`config.mk`:
```
export PLATFORM = sky130hd
export DESIGN_NAME = axil_win_copy
export DESIGN_NICKNAME = d
export VERILOG_FILES = /design/src/rtl/axil_win_copy.sv
export SDC_FILE = /design/constraint.sdc
export NUM_CORES = 1
export LEC_CHECK = 0
export ABC_CLOCK_PERIOD_IN_PS = 3600
export BUFFER_PORTS_ARGS = -buffer_cell sky130_fd_sc_hd__buf_2
export CAP_MARGIN = 10
export CORE_ASPECT_RATIO = 1.2
export CORE_MARGIN = 4
export CORE_UTILIZATION = 55
export CTS_BUF_LIST = sky130_fd_sc_hd__clkbuf_2 sky130_fd_sc_hd__clkbuf_4 sky130_fd_sc_hd__clkbuf_8
export DETAILED_ROUTE_END_ITERATION = 16
export MAX_ROUTING_LAYER = met4
export PLACE_DENSITY = 0.8
export SYNTH_ARGS = -nofsm -noshare
export SYNTH_HDL_FRONTEND = slang
export SYNTH_SLANG_ARGS = --single-unit
```
`constraint.sdc`:
```
create_clock -name clk -period 3.6 [get_ports clk]
set_input_delay 0.36 -clock clk [delete_from_list [all_inputs] [get_ports clk]]
set_output_delay 0.36 -clock clk [all_outputs]
set_load 0.02 [all_outputs]
```
`src/rtl/axil_win_copy.sv`:
```
// axil_win_copy
// AXI4-lite bus master that copies a 2D window of words from a source frame
// to a destination frame. Each frame has its own row pitch. Reads are issued
// ahead into a small read-data FIFO. The number of reads in flight is limited
// by the free FIFO space. The number of writes awaiting a B response is
// limited by MAX_WR_OUT.
//
// Ports
//   clk, rst_n            clock, asynchronous active-low reset
//   m_aw*/m_w*/m_b*       AXI4-lite write address / data / response channels
//   m_ar*/m_r*            AXI4-lite read address / data channels
//   cfg_hsize, cfg_vsize  window size (words per row, rows)
//   cfg_src_baddr/pitch   source window origin and row pitch in bytes
//   cfg_dst_baddr/pitch   destination window origin and row pitch in bytes
//   cfg_start             start pulse, accepted only while idle
//   busy                  copy in progress
//   done                  one-cycle completion pulse
//   err                   sticky bus response error, cleared on start
//   beat_cnt              number of writes acknowledged in the current copy
module axil_win_copy #(
    parameter int ADDR_W     = 32,
    parameter int DATA_W     = 32,
    parameter int DIM_W      = 8,
    parameter int PITCH_W    = 12,
    parameter int FIFO_DEPTH = 4,
    parameter int MAX_WR_OUT = 2
) (
    input  logic                  clk,
    input  logic                  rst_n,
    output logic                  m_awvalid,
    input  logic                  m_awready,
    output logic [ADDR_W-1:0]     m_awaddr,
    output logic [2:0]            m_awprot,
    output logic                  m_wvalid,
    input  logic                  m_wready,
    output logic [DATA_W-1:0]     m_wdata,
    output logic [DATA_W/8-1:0]   m_wstrb,
    input  logic                  m_bvalid,
    input  logic [1:0]            m_bresp,
    output logic                  m_bready,
    output logic                  m_arvalid,
    input  logic                  m_arready,
    output logic [ADDR_W-1:0]     m_araddr,
    output logic [2:0]            m_arprot,
    input  logic                  m_rvalid,
    input  logic [DATA_W-1:0]     m_rdata,
    input  logic [1:0]            m_rresp,
    output logic                  m_rready,
    input  logic [DIM_W-1:0]      cfg_hsize,
    input  logic [DIM_W-1:0]      cfg_vsize,
    input  logic [ADDR_W-1:0]     cfg_src_baddr,
    input  logic [ADDR_W-1:0]     cfg_dst_baddr,
    input  logic [PITCH_W-1:0]    cfg_src_pitch,
    input  logic [PITCH_W-1:0]    cfg_dst_pitch,
    input  logic                  cfg_start,
    output logic                  busy,
    output logic                  done,
    output logic                  err,
    output logic [2*DIM_W-1:0]    beat_cnt
);
    localparam int BYTES  = DATA_W / 8;
    localparam int OFF_SH = $clog2(BYTES);
    localparam int PTR_W  = $clog2(FIFO_DEPTH);
    localparam int CNT_W  = PTR_W + 1;
    localparam int TOT_W  = 2 * DIM_W;
    localparam int WO_W   = $clog2(MAX_WR_OUT + 1);

    typedef enum logic [1:0] {IDLE, RUN, DONE} state_t;

    state_t                state_reg;
    logic                  busy_reg, done_reg, err_reg;
    logic [TOT_W-1:0]      beat_cnt_reg;

    // Captured configuration
    logic [DIM_W-1:0]      hsize_reg;
    logic [PITCH_W-1:0]    src_pitch_reg, dst_pitch_reg;

    // Read side
    logic                  arvalid_reg;
    logic [ADDR_W-1:0]     araddr_reg;
    logic [DIM_W-1:0]      ar_col_reg;
    logic [ADDR_W-1:0]     src_row_reg;
    logic [TOT_W-1:0]      ar_left_reg;
    logic [CNT_W-1:0]      rd_out_reg;

    // Read-data FIFO
    logic [DATA_W-1:0]     fifo_mem [FIFO_DEPTH];
    logic [PTR_W-1:0]      wr_ptr_reg, rd_ptr_reg;
    logic [CNT_W-1:0]      fifo_cnt_reg;

    // Write side
    logic                  awvalid_reg, wvalid_reg;
    logic [ADDR_W-1:0]     awaddr_reg;
    logic [DATA_W-1:0]     wdata_reg;
    logic [DIM_W-1:0]      aw_col_reg;
    logic [ADDR_W-1:0]     dst_row_reg;
    logic [WO_W-1:0]       wr_out_reg;

    logic run, ar_fire, r_fire, aw_fire, w_fire, b_fire;
    logic credit_ok, ar_issue, fifo_push, fifo_pop, copy_idle;
    logic ar_last_col, aw_last_col;
    logic [TOT_W-1:0] total_beats;

    assign run     = (state_reg == RUN);
    assign ar_fire = arvalid_reg && m_arready;
    assign aw_fire = awvalid_reg && m_awready;
    assign w_fire  = wvalid_reg && m_wready;
    assign r_fire  = m_rvalid && busy_reg;
    assign b_fire  = m_bvalid && busy_reg;

    assign total_beats = TOT_W'(cfg_hsize) * TOT_W'(cfg_vsize);

    // A read counts against the FIFO from the cycle its AR is raised, so
    // buffered data plus reads in flight can never exceed the FIFO size.
    assign credit_ok = ({1'b0, fifo_cnt_reg} + {1'b0, rd_out_reg}) < (CNT_W + 1)'(FIFO_DEPTH);
    assign ar_issue  = run && (ar_left_reg != '0) && (!arvalid_reg || m_arready) && credit_ok;

    assign fifo_push = r_fire;
    assign fifo_pop  = run && (fifo_cnt_reg != '0) && !awvalid_reg && !wvalid_reg
                       && (wr_out_reg < WO_W'(MAX_WR_OUT));

    assign copy_idle = (ar_left_reg == '0) && (rd_out_reg == '0) && (fifo_cnt_reg == '0)
                       && !awvalid_reg && !wvalid_reg && (wr_out_reg == '0);

    assign ar_last_col = (ar_col_reg == hsize_reg - DIM_W'(1));
    assign aw_last_col = (aw_col_reg == hsize_reg - DIM_W'(1));

    always_ff @(posedge clk or negedge rst_n) begin
        if (!rst_n) begin
            state_reg     <= IDLE;
            busy_reg      <= 1'b0;
            done_reg      <= 1'b0;
            err_reg       <= 1'b0;
            beat_cnt_reg  <= '0;
            hsize_reg     <= '0;
            src_pitch_reg <= '0;
            dst_pitch_reg <= '0;
            arvalid_reg   <= 1'b0;
            araddr_reg    <= '0;
            ar_col_reg    <= '0;
            src_row_reg   <= '0;
            ar_left_reg   <= '0;
            rd_out_reg    <= '0;
            wr_ptr_reg    <= '0;
            rd_ptr_reg    <= '0;
            fifo_cnt_reg  <= '0;
            awvalid_reg   <= 1'b0;
            wvalid_reg    <= 1'b0;
            awaddr_reg    <= '0;
            aw_col_reg    <= '0;
            dst_row_reg   <= '0;
            wr_out_reg    <= '0;
        end else begin
            case (state_reg)
                IDLE: begin
                    done_reg <= 1'b0;
                    if (cfg_start) begin
                        hsize_reg     <= cfg_hsize;
                        src_pitch_reg <= cfg_src_pitch;
                        dst_pitch_reg <= cfg_dst_pitch;
                        src_row_reg   <= cfg_src_baddr;
                        dst_row_reg   <= cfg_dst_baddr;
                        ar_col_reg    <= '0;
                        aw_col_reg    <= '0;
                        ar_left_reg   <= total_beats;
                        err_reg       <= 1'b0;
                        beat_cnt_reg  <= '0;
                        if (total_beats == '0) begin
                            state_reg <= DONE;
                            done_reg  <= 1'b1;
                        end else begin
                            state_reg <= RUN;
                            busy_reg  <= 1'b1;
                        end
                    end
                end
                RUN: begin
                    if (copy_idle) begin
                        state_reg <= DONE;
                        busy_reg  <= 1'b0;
                        done_reg  <= 1'b1;
                    end
                end
                default: begin
                    state_reg <= IDLE;
                    done_reg  <= 1'b0;
                end
            endcase

            // AR channel: the address only changes when a new read is raised,
            // which is never while an unaccepted AR is still on the bus.
            if (ar_issue) begin
                arvalid_reg <= 1'b1;
                araddr_reg  <= src_row_reg + (ADDR_W'(ar_col_reg) << OFF_SH);
                ar_left_reg <= ar_left_reg - TOT_W'(1);
                if (ar_last_col) begin
                    ar_col_reg  <= '0;
                    src_row_reg <= src_row_reg + ADDR_W'(src_pitch_reg);
                end else begin
                    ar_col_reg  <= ar_col_reg + DIM_W'(1);
                end
            end else if (ar_fire) begin
                arvalid_reg <= 1'b0;
            end
            rd_out_reg <= rd_out_reg + CNT_W'(ar_issue) - CNT_W'(r_fire);

            // FIFO bookkeeping
            if (fifo_push) wr_ptr_reg <= wr_ptr_reg + PTR_W'(1);
            if (fifo_pop)  rd_ptr_reg <= rd_ptr_reg + PTR_W'(1);
            fifo_cnt_reg <= fifo_cnt_reg + CNT_W'(fifo_push) - CNT_W'(fifo_pop);

            // AW/W pair: both raised together after a pop, each dropped on its
            // own handshake; the next pop waits until both are gone.
            if (fifo_pop) begin
                awvalid_reg <= 1'b1;
                wvalid_reg  <= 1'b1;
                awaddr_reg  <= dst_row_reg + (ADDR_W'(aw_col_reg) << OFF_SH);
                if (aw_last_col) begin
                    aw_col_reg  <= '0;
                    dst_row_reg <= dst_row_reg + ADDR_W'(dst_pitch_reg);
                end else begin
                    aw_col_reg  <= aw_col_reg + DIM_W'(1);
                end
            end else begin
                if (aw_fire) awvalid_reg <= 1'b0;
                if (w_fire)  wvalid_reg  <= 1'b0;
            end
            wr_out_reg <= wr_out_reg + WO_W'(fifo_pop) - WO_W'(b_fire);

            if (b_fire) beat_cnt_reg <= beat_cnt_reg + TOT_W'(1);
            if ((r_fire && m_rresp != 2'b00) || (b_fire && m_bresp != 2'b00))
                err_reg <= 1'b1;
        end
    end

    // FIFO storage with registered read into the write-data register.
    always_ff @(posedge clk) begin
        if (fifo_push) fifo_mem[wr_ptr_reg] <= m_rdata;
        if (fifo_pop)  wdata_reg <= fifo_mem[rd_ptr_reg];
    end

    fifo_no_overflow: assert property (@(posedge clk) disable iff (!rst_n)
        !(fifo_push && !fifo_pop && fifo_cnt_reg == CNT_W'(FIFO_DEPTH)));

    assign m_awvalid = awvalid_reg;
    assign m_awaddr  = awaddr_reg;
    assign m_awprot  = 3'b000;
    assign m_wvalid  = wvalid_reg;
    assign m_wdata   = wdata_reg;
    assign m_wstrb   = '1;
    assign m_bready  = busy_reg;
    assign m_arvalid = arvalid_reg;
    assign m_araddr  = araddr_reg;
    assign m_arprot  = 3'b000;
    assign m_rready  = busy_reg;
    assign busy      = busy_reg;
    assign done      = done_reg;
    assign err       = err_reg;
    assign beat_cnt  = beat_cnt_reg;
endmodule

```
* Word level (Yosys, flattened, before mapping)
Memory sizes are Yosys's and may differ from the RTL's. A register that Yosys moved wholly into a read port is not among the register bits.
Index checks and enable logic that the tools add are counted.
** Word-level totals
- Latch bits :: 0
- Bits in registers :: 228
- Memories :: 1
- Memory bits (read-only) :: 0
- Memory bits (writable) :: 128
** Operators by class
- Add/subtract/negate cells :: 18
- Magnitude comparators :: 2
- Multipliers :: 1
- Shift-type cells :: 0
- Divide/modulo/power cells :: 0
- Bitwise gates (word level) :: 0
- Reductions and logical operators :: 53
- Eq/ne operators :: 6
- Mux-type cells :: 43
** Memories
- fifo_mem :: words 4, width 32, read ports 1, clocked after memory_dff 1, wr ports 1, RTL line 87 : logic [DATA_W-1:0] fifo_mem [FIFO_DEPTH];
** Operator list (count)
- 32-bit 2-to-1 mux :: 8
- 16-bit 2-to-1 mux :: 6
- 32-bit by 10-bit adder with 32-bit output :: 2
- 32-bit by 12-bit adder with 32-bit output :: 2
- 8-bit 2-to-1 mux :: 6
- 16-bit logical NOT :: 2
- 2-bit nonzero test :: 14
- 1-bit logical AND :: 19
- 1-bit 2-to-1 mux :: 17
- 16-bit by 1-bit adder with 16-bit output (second input constant) :: 1
- 8-bit by 1-bit adder with 8-bit output (second input constant) :: 2
- 8-bit == test :: 2
- 8-bit by 8-bit multiplier with 16-bit output :: 1
- 16-bit nonzero test :: 1
- 16-bit by 1-bit subtractor with 16-bit output (second input constant) :: 1
- 2-bit AND reduction :: 6
- 8-bit by 1-bit subtractor with 8-bit output (second input constant) :: 1
- 3-bit by 1-bit adder with 3-bit output :: 2
- 3-bit logical NOT :: 2
- 2-bit 2-to-1 mux :: 3
- 3-bit by 1-bit subtractor with 3-bit output :: 2
- 2-bit by 1-bit adder with 2-bit output (second input constant) :: 2
- 3-bit by 3-bit adder with 4-bit output :: 1
- 2-bit logical NOT :: 2
- other kinds (13) :: 18

* Logic depth before layout (Yosys ltp)
Gate-level depths: netlist (run 1).
- Depth after elaboration :: 8
- Mapped depth :: 19
- Depth with buffers taken out :: 17

* Least setup slack after synthesis (run 1)
OpenSTA, ideal clock, no wires.
- Path type :: input-to-reg
- Start point :: input port cfg_hsize[3]
- End point :: register state_reg[0]
- Arrival time :: 5.135 ns
- Stages :: 16
- Slack :: -1.660 ns
- Buffers on the path :: 1
- Cells stage by stage :: clkbuf_1 -> nand2_1 -> fa_1 -> fa_1 -> fa_1 -> fa_1 -> inv_1 -> ha_1 -> a21o_1 -> or4_1 -> o22a_1 -> mux2_2 -> a31o_2 -> or4_1 -> o21ai_0 -> nand2_1
** On the way
- Longest elaborated chain between the ends :: 5
** RTL lines
- from (decl) :: RTL line 49 : input logic [DIM_W-1:0] cfg_hsize,
- 8-bit by 8-bit multiplier with 16-bit output :: RTL line 111 : assign total_beats = TOT_W'(cfg_hsize) * TOT_W'(cfg_vsize);
- 16-bit logical NOT :: RTL line 168 : if (total_beats == '0) begin
- 2-bit 2-to-1 mux :: RTL line 168
- 2-bit 2-to-1 mux :: RTL line 157 : if (cfg_start) begin
- 2-bit one-hot mux with 2 select lines :: RTL line 154 : case (state_reg)
- to (signal assigned) :: RTL line 169 : state_reg <= DONE;
- to (signal assigned) :: RTL line 172 : state_reg <= RUN;
- to (signal assigned) :: RTL line 179 : state_reg <= DONE;
- to (decl) :: RTL line 70 : state_t state_reg;
No other way between the ends. The select of a mux whose other input is x is not followed.
A chain may end at the register's enable or synchronous reset.

* Final worst setup path (run 1)
- Start point :: input port cfg_hsize[5]
- End point :: register state_reg[0]
The elaborated chain is that of the path after synthesis.

==> results_dict.tcl, run 1 <==
set metrics [dict create \
    async_flop_share_pct 58.8 \
    grt_usage_pct 28.0 \
    synth_area_leaders "dfrtp_1 27%, edfxtp_1 23%, nand2_1 5.7%, ha_1 5.5%, fa_1 4.0%" \
    num_rows 78 \
    intPower_uw 12600 \
    power.density_mw_per_mm2 803 \
    die_w_um 187 \
    ys_types 77 \
    clkLatencyLatePin_ns 0.64 \
    antenna_left 0 \
    drc 0 \
    hold_viol_final 0 \
    yosys_warnings 0 \
    vdd_ir_drop_max_mv 0.564 \
    gr-total-overflow 0 \
    p_seq_share_pct 35.7 \
    setup_viol 7 \
    grt_max_degree 88 \
    crit_fanout 5 \
    timing.final.crit_period_ns 4.29 \
    cts_buffers 66 \
    worst_pin_slew_ns 0.844 \
    avgViaCountPerCell 5.71 \
    setup.worst_path.start "cfg_hsize[5]" \
    netlist_area_sq_mm 0.0212 \
    detail_route.wl_per_cell_um 19.2 \
    dp_slack_ns -1.48 \
    setup-tns-final_ns -3.01 \
    clockBufferDepth 3 \
    finClkSkew_ns 0.0515 \
    synth_area_leader_cell "dfrtp_1" \
    synthFlopType "dfrtp_1" \
    clk_pin_slew_worst_paths_ns 0.06 \
    yosysSeqAreaShare_pct 49.6 \
    ioPinCount 278 \
    yosysTopAreaCellShare_pct 26.9 \
    areaGrowthSynthToFinish_pct 24.4 \
    vias 17000 \
    timing.fmax_mhz 233 \
    netSwitchingPower_uw 8570 \
    maxCapViolations 0 \
    core_area_sq_mm 0.0380 \
    drv_slew 0 \
    finalWorstSetupSlack_ns -0.686 \
    netlist_instances 2000 \
    synth_area_per_cell_sq_um 10.6 \
    final_util_pct 69.4 \
    die_height_um 223 \
    swShare_pct 40.5 \
    grt_pass1_wl_mm 91.9 \
    hpwl_mm 38.8 \
    min_from "cfg_dst_baddr[13]" \
    grt_setup_unrepaired "yes" \
    hp-class "primary input to flop" \
    first_pass_iters 6 \
    ys_ff_latch 388 \
    cts_htree_levels 3 \
    slew_headroom_pct 43.8 \
    status "complete, but fails checks" \
    power.total_uw 21200 \
    root_buffer "clkbuf_8" \
    port_buffers 267 \
    worstReg2RegStart "hsize_reg[0]" \
    failed_checks "setup timing" \
    finalCritPeriodShare_pct 119 \
    worstPathArrival_ns 4.77 \
    grt_pass1_vias 17700 \
    drive_gt1_share_pct 24.1 \
    largest_reg_flops 128 \
    final_nets 2726 \
    power_frac_clock_pct 19.7 \
    pwr-share-comb_pct 44.6 \
    critical_path_class "primary input to flop" \
    p_leak_uw 0.0115 \
    drt_iter0_drc 1169 \
    crit_path_start_kind "primary input" \
    critPathCaptureType "flop" \
    worstPathRequired_ns 4.08 \
    holdWs_ns 0.0299 \
    start_util_pct 55.8 \
    gp_congestion 0.907 \
    largest_register "fifo_mem" \
    synth-edff-count 160 \
    antenna_found_initial 4 \
    numClockSinks 388 \
    wirelength_mm 57.2 \
    cts_tree "done" \
    die_area_sq_mm 0.0417 \
]
==> layer usage <==
layer  wire length [um]  vias to the layer above  track usage (%)  share of wire (%)
met5                  0                        -                -                  0
met3               4220                      136             7.40                7.4
met2              28200                      600             46.5                 49
met1              22800                     8240             33.2                 40
met4               1910                        0             10.1                3.3
li1                   -                     8015                -                  -
==> per-stage QoR <==
| stage | instance area [sq um] | instances |
|---|---|---|
| 6_report | 26300 | 2977 |
| 5_1_grt | 26300 | 2977 |
| 4_1_cts | 26100 | 2971 |
| 2_1_floorplan | 21400 | 2008 |
| 3_3_place_gp | 23700 | 2764 |
| 3_5_place_dp | 23700 | 2764 |
==> Yosys cell counts (all sizes together) (15+ instances only) <==
cell type  instances
o21ai            165
nand4             16
nor3              36
nor2b             16
and3              38
mux4              32
dfrtp            228
a311oi            15
buf               29
xnor2             62
xor2              39
nand3             50
o31ai             15
nand2            320
nor2             120
fa                42
mux2i             20
clkbuf            63
a21o              16
ha                93
edfxtp           160
and2              43
a21oi             75
a211oi            29
inv               96
a31oi             16
==> area by class of cell <==
type / instances / area, sq um
fillers: 2789 / 11600
clock inverters: 20 / 158
diodes: 4 / 10.0
repair buffers: 459 / 3160
multi-input cells: 1429 / 10300
clock buffers: 98 / 1230
flip-flops and latches: 388 / 10500
well taps: 480 / 601
inverters: 99 / 372
==> worst max-delay path, cell delays in order <==
cell	delay, ns
buf_6	0.09
buf_6	0.12
nand2_1	0.08
fa_1	0.53
fa_1	0.44
fa_1	0.54
inv_2	0.04
fa_1	0.49
ha_4	0.19
or4_4	0.50
o22a_4	0.22
xnor2_1	0.26
nand4_1	0.13
or4_4	0.58
o21ai_4	0.14
nand2_1	0.06
==> power by group through the flow <==
stage          Sequential, uW  Clock, uW  Combinational (uW)
6_report                 7560       4170                9430
2_1_floorplan            7680          0                5980
5_1_grt                  7740       4470               10400
3_5_place_dp             7590          0                8960
3_3_place_gp             7520          0                8690
4_1_cts                  7530       4210                9190
==> cell families after synthesis <==
kind of cell / Yosys count / synth area share (%)
buffers and inverters: 191 / 3.70
other: 2 / 0.0355
muxes: 56 / 4.56
AOI/OAI and AO/OA: 410 / 12.0
xor gates and xnor gates: 106 / 4.71
and+or+nand+nor: 711 / 15.8
DFF: 388 / 49.6
adders and majority gates: 136 / 9.51
==> path summary, 6_finish.rpt <==
| path | to | cells past startpoint | slack [ns] |
|---|---|---|---|
| max in group asynchronous | beat_cnt[11] | 3 | 2.45 |
| min in group asynchronous | dst_row_reg[0] | 2 | 0.35 |
| hold / removal | dst_row_reg[13] | 3 | 0.03 |
| hold reg to reg | m_awaddr[29] | 2 | 0.48 |
| setup reg to reg | src_row_reg[23] | 11 | 0.34 |
| setup / recovery | state_reg[0] | 16 | -0.69 |
==> placed cells by master (no fill, tap or decap), types with 9 or more instances in the layout <==
cell           instances
and4_1                 9
nor4_1                11
nor2_1               116
mux2i_1               20
o21a_1                10
xnor2_1               61
and2_1                40
xor2_1                38
fa_1                  39
a21o_1                16
clkbuf_8              79
or3_1                  9
o31ai_1               14
mux4_2                32
and3_1                38
nand3_1               50
nand4_1               16
edfxtp_1             160
nor2b_1               15
ha_1                  83
a211oi_1              27
nand2_1              306
a311oi_1              15
buf_6                 17
a21oi_1               71
nor3_1                32
clkbuf_4              19
buf_4                 93
nand2b_1              13
inv_1                 90
o21ai_0              158
a21boi_0               9
buf_2                256
a31oi_1               15
dfrtp_1              226
conb_1                10
dlygate4sd3_1         85
==> repair_timing <==
action / 4_1_cts / 5_1_grt
buffers inserted: 4 / 2
endpoints found under the hold margin: 261 / 0
gates resized for setup: 36 / 43
pin swaps: 18 / 22
hold buffers: 85 / 0
setup endpoints to repair: 10 / 12
(Power assumes the default switching activity.)
==> run 2: changes to the inputs <==
--- a/config.mk
+++ b/config.mk
@@ -14,7 +14,7 @@
 export CTS_BUF_LIST = sky130_fd_sc_hd__clkbuf_2 sky130_fd_sc_hd__clkbuf_4 sky130_fd_sc_hd__clkbuf_8
 export DETAILED_ROUTE_END_ITERATION = 16
 export MAX_ROUTING_LAYER = met4
-export PLACE_DENSITY = 0.8
+export PLACE_DENSITY = 0.9
 export SYNTH_ARGS = -nofsm -noshare
 export SYNTH_HDL_FRONTEND = slang
 export SYNTH_SLANG_ARGS = --single-unit
==> constraint.sdc (replaced) <==
create_clock -name clk -period 3.6 [get_ports clk]
set_input_delay 0.36 -clock clk [delete_from_list [all_inputs] [get_ports clk]]
set_output_delay 0.36 -clock clk [all_outputs]
set_load 0.005 [all_outputs]
==> run 2 against run 1 <==
Against the previous run:
- the run still ends with setup timing left
- via count grew 4.5%
- cell area grew 0.64%
- first-iteration DRC count is 25% higher
- global-route usage rose by 1.5 points
- sequential cell count unchanged
- total power fell by 1.7%
- clock power down 3%
- wire length rose by 7.0%
- register-to-register slack got worse by 0.02 ns
- utilization is 0.44 points higher
- critical path type unchanged
- largest power group unchanged
==> results_dict.tcl, run 2 (same netlist as run 1, synthesis figures left out) <==
set metrics [dict create \
    status "complete, but fails checks" \
    failed_checks "setup timing" \
    maxCapViolations 0 \
    hpwl_mm 40.5 \
    power_frac_clock_pct 19.5 \
    worstPathArrival_ns 4.76 \
    layout_commonest_cell "nand2_1" \
    critical_path_class "primary input to flop" \
    finalCritPeriodShare_pct 118 \
    first_pass_iters 6 \
    detail_route.wl_per_cell_um 20.4 \
    p_seq_share_pct 36.3 \
    core_area_sq_mm 0.0380 \
    clkLatencyLatePin_ns 0.68 \
    clockBufferDepth 3 \
    grt_usage_pct 29.6 \
    place_area_sq_mm 0.0236 \
    fin_area_sq_mm 0.0265 \
    timing.fmax_mhz 235 \
    vdd_ir_drop_max_mv 0.596 \
    grt_setup_unrepaired "yes" \
    antenna_found_initial 6 \
    timing.final.crit_period_ns 4.25 \
    setup.worst_path.start "cfg_hsize[4]" \
    min_to "src_row_reg[8]" \
    intPower_uw 12600 \
    crit_path_start_kind "primary input" \
    final_nets 2744 \
    crit_fanout 5 \
    die_area_sq_mm 0.0417 \
    numClockSinks 388 \
    cts_htree_levels 2 \
    areaGrowthSynthToFinish_pct 25.2 \
    worst_pin_slew_ns 0.822 \
    swShare_pct 39.6 \
    crit-reg2reg-capture "ar_left_reg[15]" \
    finClkSkew_ns 0.0605 \
    slew_headroom_pct 44.8 \
    clk_pin_slew_worst_paths_ns 0.06 \
    die_height_um 223 \
    finalWorstSetupSlack_ns -0.655 \
    cts_tree "done" \
    netSwitchingPower_uw 8240 \
    p_leak_uw 0.0116 \
    whs_path_depth 3 \
    largest_reg_flops 128 \
    critPathCaptureType "flop" \
    grt_max_degree 89 \
    vias 17800 \
    worstRegToRegCells 9 \
    die_w_um 187 \
    avgViaCountPerCell 5.92 \
    antenna_left 0 \
    min_from "cfg_src_baddr[8]" \
    drv_slew 0 \
    worstPathRequired_ns 4.10 \
    hold_viol_final 0 \
    worstReg2RegStart "ar_left_reg[7]" \
    start_util_pct 55.8 \
    largest_register "fifo_mem" \
    gp_congestion 0.938 \
    holdWs_ns 0.0289 \
    port_buffers 267 \
    gr-total-overflow 0 \
    grt_pass1_vias 18300 \
    hp-class "primary input to flop" \
    drc 0 \
    power.density_mw_per_mm2 785 \
    root_buffer "clkbuf_8" \
    wirelength_mm 61.2 \
    ioPinCount 278 \
    cts_buffers 60 \
    num_rows 78 \
    pwr-share-comb_pct 44.3 \
    final_cell_mix "309 x nand2_1, 253 x buf_2, 227 x dfrtp_1" \
    setup_viol 6 \
    drt_iter0_drc 1461 \
    reg2reg_setup_slack_ns 0.32 \
    drive_gt1_share_pct 23.8 \
    grt_pass1_wl_mm 96.9 \
]
run 2: changes by cell type in the layout (fill, tap and decap cells not counted), sizes merged, moves of 3 or more:
cell	delta
buf	-4
dlygate4sd3	+27
clkinv	+13
diode	+3
clkbuf	-17
bufinv	+3
run 2: stage by stage:
step | utilization [%] | TNS [ns] | setup WS (ns) | power [uW] | instances
5_1_grt | 69.8 | -4.10 | -0.748 | 22200 | 2999
3_3_place_gp | 62.3 | -11.41 | -1.40 | 15500 | 2756
6_report | 69.8 | -3.43 | -0.655 | 20800 | 3000
4_1_cts | 69.2 | -3.52 | -0.690 | 20300 | 2990
3_5_place_dp | 62.3 | -12.37 | -1.51 | 16000 | 2756
2_1_floorplan | - | -6.75 | -1.25 | 13100 | 2008
run 2: how the worst max path moves through the flow:
stage                        end  slack (ns)  depth (start not counted)
floorplan                   busy       -1.25                         16
global placement    state_reg[0]       -1.40                         16
detailed placement  state_reg[0]       -1.51                         19
CTS                 state_reg[0]       -0.69                         16
global route        state_reg[0]       -0.75                         16
finish              state_reg[0]       -0.65                         17
run 2: critical path: stages:
cell and delay [ns]:
buf_4 0.13, buf_6 0.13, nand2_1 0.07, fa_1 0.45, fa_2 0.59, fa_1 0.42, fa_1 0.50, inv_2 0.04
ha_4 0.14, or4_4 0.52, buf_4 0.16, o221ai_4 0.18, o311ai_2 0.16, a31o_2 0.24, or4_4 0.43, o21ai_4 0.14
nand2_1 0.07
run 2: layout make-up:
cell class,instances,area [sq um]
flip-flops and latches,388,10500
diodes,7,17.5
inverters,99,372
repair buffers,483,3400
multi-input cells,1429,10300
fillers,2619,11500
well taps,480,601
clock inverters,34,290
clock buffers,80,1030
run 2: layer usage:
metal | wire, um | GRT usage [%] | vias to the layer above
met5 | 0 | - | -
met2 | 30800 | 50.3 | 906
met3 | 5230 | 6.46 | 196
met1 | 22700 | 34.7 | 8596
met4 | 2440 | 11.0 | 0
li1 | - | - | 8064
run 2: power by group through the flow:
| stage | clock, uW | combinational [uW] | sequential, uW |
|---|---|---|---|
| 2_1_floorplan | 0 | 5970 | 7080 |
| 3_3_place_gp | 0 | 8080 | 7440 |
| 3_5_place_dp | 0 | 8450 | 7540 |
| 4_1_cts | 4070 | 8790 | 7480 |
| 5_1_grt | 4330 | 10200 | 7710 |
| 6_report | 4060 | 9210 | 7540 |
run 2: timing repair:
| action | CTS | global route |
|---|---|---|
| pin swaps | 15 | 35 |
| endpoints found under the hold margin | 290 | 1 |
| gates resized for setup | 39 | 51 |
| buffers inserted | 9 | 3 |
| setup endpoints to repair | 9 | 11 |
| hold buffers | 111 | 1 |
